[src/rtl/pcie_lane_gate.sv]
// pcie_lane_gate: per-lane gating of PCIe serial pairs with a synchronised, settle-timed connect sequencer.
// Define PCIE_LANE_GATE_STATS_EN to add the reconfig_count / abort_count statistics outputs.
//
// state  | meaning
// IDLE   | lane_active matches the synchronised request; nothing pending
// SETTLE | request changed; removed lanes already gated, added lanes wait out the quiet period
module pcie_lane_gate #(
    parameter int WIDTH         = 8,
    parameter int SETTLE_CYCLES = 16,
    parameter int CNT_W         = 8
) (
    input  logic             CLK,
    input  logic             RST_N,
    input  logic [WIDTH-1:0] en,
    input  logic [WIDTH-1:0] rxp_in,
    input  logic [WIDTH-1:0] rxn_in,
    input  logic [WIDTH-1:0] txp_in,
    input  logic [WIDTH-1:0] txn_in,
    output logic [WIDTH-1:0] rxp_out,
    output logic [WIDTH-1:0] rxn_out,
    output logic [WIDTH-1:0] txp_out,
    output logic [WIDTH-1:0] txn_out,
    output logic [WIDTH-1:0] lane_active,
`ifdef PCIE_LANE_GATE_STATS_EN
    output logic [15:0]      reconfig_count,
    output logic [7:0]       abort_count,
`endif
    output logic             busy
);

    typedef enum logic {
        IDLE   = 1'b0,
        SETTLE = 1'b1
    } state_t;

    localparam logic [CNT_W-1:0] RELOAD = CNT_W'(SETTLE_CYCLES - 1);

    state_t           state;
    state_t           state_nxt;
    logic [WIDTH-1:0] en_meta;
    logic [WIDTH-1:0] en_s;
    logic [WIDTH-1:0] target;
    logic [WIDTH-1:0] target_nxt;
    logic [WIDTH-1:0] lane_active_nxt;
    logic [CNT_W-1:0] counter;
    logic [CNT_W-1:0] counter_nxt;

    // en is asynchronous to CLK; only the second stage is ever looked at.
    always_ff @(posedge CLK or negedge RST_N) begin
        if (!RST_N) begin
            en_meta <= '0;
            en_s    <= '0;
        end else begin
            en_meta <= en;
            en_s    <= en_meta;
        end
    end

    always_ff @(posedge CLK or negedge RST_N) begin
        if (!RST_N) begin
            state       <= IDLE;
            target      <= '0;
            counter     <= '0;
            lane_active <= '0;
        end else begin
            state       <= state_nxt;
            target      <= target_nxt;
            counter     <= counter_nxt;
            lane_active <= lane_active_nxt;
        end
    end

    always_comb begin
        state_nxt       = state;
        target_nxt      = target;
        counter_nxt     = counter;
        lane_active_nxt = lane_active;
        case (state)
            IDLE: begin
                if (en_s != lane_active) begin
                    target_nxt      = en_s;
                    counter_nxt     = RELOAD;
                    lane_active_nxt = lane_active & en_s;
                    state_nxt       = SETTLE;
                end
            end
            SETTLE: begin
                // A changed request restarts the quiet period, but removals still drop right away.
                if (en_s != target) begin
                    target_nxt      = en_s;
                    counter_nxt     = RELOAD;
                    lane_active_nxt = lane_active & en_s;
                end else if (counter == '0) begin
                    lane_active_nxt = target;
                    state_nxt       = IDLE;
                end else begin
                    counter_nxt = counter - CNT_W'(1);
                end
            end
            default: state_nxt = IDLE;
        endcase
    end

    // 0/0 on a gated pair models electrical idle on both legs.
    always_comb begin
        rxp_out = rxp_in & lane_active;
        rxn_out = rxn_in & lane_active;
        txp_out = txp_in & lane_active;
        txn_out = txn_in & lane_active;
        busy    = (state == SETTLE);
    end

`ifdef PCIE_LANE_GATE_STATS_EN
    logic commit;
    logic restart;

    assign restart = (state == SETTLE) && (en_s != target);
    assign commit  = (state == SETTLE) && (en_s == target) && (counter == '0);

    always_ff @(posedge CLK or negedge RST_N) begin
        if (!RST_N) begin
            reconfig_count <= '0;
            abort_count    <= '0;
        end else begin
            if (commit && (reconfig_count != 16'hFFFF)) begin
                reconfig_count <= reconfig_count + 16'd1;
            end
            if (restart && (abort_count != 8'hFF)) begin
                abort_count <= abort_count + 8'd1;
            end
        end
    end
`endif

endmodule

[config.mk]
export PLATFORM = sky130hd
export DESIGN_NAME = pcie_lane_gate
export DESIGN_NICKNAME = d
export VERILOG_FILES = /design/src/rtl/pcie_lane_gate.sv
export SDC_FILE = /design/constraint.sdc
export NUM_CORES = 1
export LEC_CHECK = 0
export CAP_MARGIN = 10
export CORE_MARGIN = 4
export CORE_UTILIZATION = 43
export DETAILED_ROUTE_END_ITERATION = 6
export GPL_TIMING_DRIVEN = 0
export MAX_ROUTING_LAYER = met4
export PLACE_DENSITY_LB_ADDON = 0.15
export SYNTH_ARGS = -nofsm -noshare
export SYNTH_HDL_FRONTEND = slang
export SYNTH_SLANG_ARGS = --single-unit
[constraint.sdc]
create_clock -name CLK -period 2.5 [get_ports CLK]
set_input_delay 0.75 -clock CLK [delete_from_list [all_inputs] [get_ports CLK]]
set_output_delay 0.75 -clock CLK [all_outputs]
set_load 0.005 [all_outputs]
* Yosys cells after proc, flatten, opt, wreduce, memory -nomap -nowiden
Index checks and enable logic that the tools add are counted.
Word-level totals: flip-flop bits (word level) 41, latch bits 0, bits in read-only memories 0, memory bits (writable) 0, memories kept 0, input port bits 42
Cells by class: order comparisons 0, equal/unequal tests 6, add/sub/neg operators 1, multiply operators 0, bitwise logic cells 6, muxes and demuxes 15, div/mod/pow operators 0, shift operators 0, reductions and logical operators 4
Operators with widths (number):
- $mux 8 | 8
- $pmux 8 s2 | 3
- $and 8x8->8 | 5
- $ne 8x8->1 | 2
- $logic_not 8->1 | 1
- $sub 8x1->8 const B | 1
- $reduce_and 2->1 | 3
- $mux 1 | 3
- $ne 3x1->1 const B | 1
- $ne 3x3->1 const B | 1
- $ne 2x1->1 const B | 1
- $ne 2x2->1 const B | 1
- $pmux 1 s2 | 1
- $not 1->1 | 1

* Logic depth before layout (Yosys ltp)
depth after elaboration 4, depth in mapped cells 8, gate-level depth less buffers 7

* Worst setup path before layout
No wires, ideal clock.
path kind register to register, start register counter[0], end register lane_active[6], slack 471 ps, clock period less this slack 2029 ps, arrival time 1910 ps, stages on the path, launching flop included 9, data required time 2382 ps, cells stage by stage dfrtp_1 -> inv_1 -> ha_1 -> nor4b_4 -> nand2_2 -> or4_4 -> buf_6 -> o22ai_2 -> o2bb2a_4
Between the ends: longest elaborated chain between the ends 3
Ends and longest elaborated chain:
- from (decl) | RTL line 45 | logic [CNT_W-1:0] counter;
- from (signal assigned) | RTL line 68 | counter <= counter_nxt;
- $logic_not 8->1 | RTL line 93 | end else if (counter == '0) begin
- $ne 3x1->1 (no source line)
- $reduce_and 2->1 (no source line)
- to (signal assigned) | RTL line 69 | lane_active <= lane_active_nxt;
- to (decl) | RTL line 23 | output logic [WIDTH-1:0] lane_active,
Every way passes these cells. A chain may end at the register's enable or synchronous reset.

* Worst setup path in the final report
start input port txp_in[2], end output port txp_out[2]
Between the ends: longest elaborated chain between the ends 1
Ends and longest elaborated chain:
- from (decl) | RTL line 17 | input logic [WIDTH-1:0] txp_in,
- $and 8x8->8 | RTL line 108 | txp_out = txp_in & lane_active;
- to (decl) | RTL line 21 | output logic [WIDTH-1:0] txp_out,
Every way passes these cells.

==> flow_metrics.tcl <==
set metrics [dict create \
    status "finished clean" \
    port-buffer-count 82 \
    period_minus_slack_ns 2.34 \
    synth_cell_type_count 37 \
    num_io_pins 83 \
    crit_cells 3 \
    maxCapViolations 0 \
    cp_slowest_cell "clkdlybuf4s50_1" \
    r2r_slack_ns 0.19 \
    start_kind "input pin" \
    mostFrequentLayoutCells "49 x clkdlybuf4s50_1, 41 x dfrtp_1, 32 x and2_1, 32 x dlygate4sd2_1, 17 x nand2_1" \
    final_antenna_net_count 0 \
    clk_latency_ns 0.29 \
    hold_viol 0 \
    dr.pass1.iters 4 \
    yosysWarnings 0 \
    cts_tree "built" \
    die_width_um 76.0 \
    die_h_um 76.0 \
    grt_use_total 0.162 \
    place_inst 314 \
    min_path_type "reg2reg" \
    cts_buffer_depth 2 \
    core.rowCount 24 \
    syn_nets 231 \
    startpoint "txp_in[2]" \
    fin_skew_ns 0.00506 \
    grt_antenna_before_repair 0 \
    critPathMaxStageDelay_ns 0.46 \
    drive_above_1_share 0.0892 \
    fin_area_mm2 0.00294 \
    die_area_mm2 0.00578 \
    ys_ff_latch 41 \
    worst_pin_slew_ns 0.888 \
    postLayoutCoreUtil 0.666 \
    drtIter0Drc 85 \
    post-route-period-util 0.935 \
    wl_per_cell_um 13.9 \
    crit_type "in2out" \
    maxSlewViolCount 0 \
    yosys-top-cells-area "dfrtp_1 52%, and2_1 10%, ha_1 5.7%, xnor2_1 3.5%, nand2_1 3.2%" \
    gp_congestion 0.783 \
    critPathRequiredTime_ns 1.75 \
    grt_pass1_wl_um 7590 \
    min_from "en_meta[6]" \
    r2r_cells 5 \
    timing.rr.end "lane_active[6]" \
    h-tree-depth 2 \
    hold_path_depth 0 \
    synth_area_mm2 0.00199 \
    setup_tns_ns 0 \
    maxSlewHeadroom 0.408 \
    worst_path_dominant_cell_family "buffers and inverters" \
    drcViolationCount 0 \
    dpl.hpwl_um 3480 \
    gr-total-overflow 0 \
    seq_area_frac_synth 0.516 \
    routed_wl_um 4460 \
    num_antenna_cells 0 \
    grt_start_max_net_pins 42 \
    rsz0062_at_grt "no" \
    cts.sinks 41 \
    area_delta_synth_final_pct 47.9 \
    vdd_drop_max_v 0.000388 \
    vias 1640 \
    cts_setup_buffers 0 \
    grt_pass1_vias 1528 \
    ys.flop_type "dfrtp_1" \
    cp.arrival_ns 1.59 \
    clkTransAtPathRegs_ns 0.08 \
    postCtsHoldBufs 0 \
    synth_area_per_cell_um2 11.0 \
    synth-edff-count 0 \
    placed_cell_area_mm2 0.00287 \
    finalNetCount 319 \
    crit_path_end "txp_out[2]" \
    r2r-start "lane_active[2]" \
    async_flop_share 1.00 \
    finalSetupViolations 0 \
    core-area_mm2 0.00441 \
    end_kind "primary output" \
    via_per_inst 5.11 \
    synth.top_cell.area_share 0.516 \
    power_density_mw_per_mm2 459 \
    crit_fanout 1 \
    start_util 0.450 \
    setup_ws_ns 0.163 \
    crit_buf_inv 2 \
    synth_cells 180 \
    synth_top_area_cell "dfrtp_1" \
    power_leakage_nw 1.45 \
    mostFrequentLayoutCell "clkdlybuf4s50_1" \
    finalNonFillerCells 321 \
    finalPower_mw 1.35 \
    fmax_ghz 0.428 \
    cts_inserted_buffers 5 \
    pre_cts_ws_ns -0.104 \
    timing.hold.ws_ns 0.352 \
    cts-root-buf "clkbuf_8" \
    crit_chain "clkdlybuf4s50_1 -> and2_1 -> dlygate4sd2_1" \
]
routing by layer:
metal  up-vias  share of wire  GRT usage
met5         -              0          -
met2        71           0.45      0.243
met1       759           0.46      0.220
met3         6          0.075     0.0366
met4         0         0.0096     0.0498
li1        804              -          -
synthesized netlist by cell type (2+ instances only):
| cell | count |
|---|---|
| a21oi_1 | 5 |
| and3_1 | 2 |
| nand2_1 | 17 |
| o21ai_0 | 5 |
| nor2_1 | 6 |
| a2bb2oi_1 | 7 |
| clkbuf_1 | 4 |
| or3_1 | 2 |
| and2_1 | 32 |
| o22ai_1 | 7 |
| nor3_1 | 3 |
| xnor2_1 | 8 |
| ha_1 | 9 |
| dfrtp_1 | 41 |
| inv_1 | 4 |
| mux2_2 | 4 |
| nand3_1 | 3 |
| a21o_1 | 2 |
report_power, final:
group / total (mW) / internal, mW / leakage (nW) / switching (mW)
Sequential: 0.703 / 0.684 / 0.491 / 0.0188
Clock: 0.527 / 0.299 / 0.0543 / 0.228
Combinational: 0.119 / 0.0823 / 0.903 / 0.0366
Total: 1.35 / 1.07 / 1.45 / 0.283
worst min-delay path by stage:
stage | end | slack (ns)
3_5_place_dp | en_s[0] | 0.34
5_1_grt | en_s[2] | 0.37
6_report | en_s[6] | 0.35
2_1_floorplan | en_s[0] | 0.33
4_1_cts | en_s[6] | 0.35
3_3_place_gp | en_s[0] | 0.33
final cells by class:
type                       count  area [um2]
tap                           52        65.1
fill                         369        1470
sequential                    41        1030
clock inverter                 3        46.3
multi-input combinational    130         921
timing repair buffer          82         776
inverter                       4        15.0
clock buffer                   5        68.8
buffer                         4        22.5
what timing repair did:
item,in CTS,in global routing
setup endpoints to repair,32,8
gates resized for setup,32,0
endpoints found under the hold margin,0,0
kinds of logic after synthesis:
| group | Yosys count | share of synthesized area |
|---|---|---|
| AND/OR/NAND/NOR | 77 | 0.228 |
| AO/OA/AOI/OAI | 31 | 0.115 |
| flip-flops | 41 | 0.516 |
| adder cells (fa/ha/maj) | 9 | 0.0566 |
| buffers and inverters | 9 | 0.0208 |
| XOR/XNOR | 8 | 0.0352 |
| multiplexers | 5 | 0.0277 |
worst reg2reg max path: stages, from the launching register on:
cell	delay (ns)
dfrtp_1	0.45
ha_1	0.32
nor4_1	0.39
and3_1	0.49
a21oi_1	0.26
o2bb2a_4	0.30
sequential cells by signal (all words and copies together), names as in the netlist:
name / count
counter: 8
target: 8
lane_active: 8
en_s: 8
en_meta: 8
busy: 1
(Power assumes the default switching activity.)
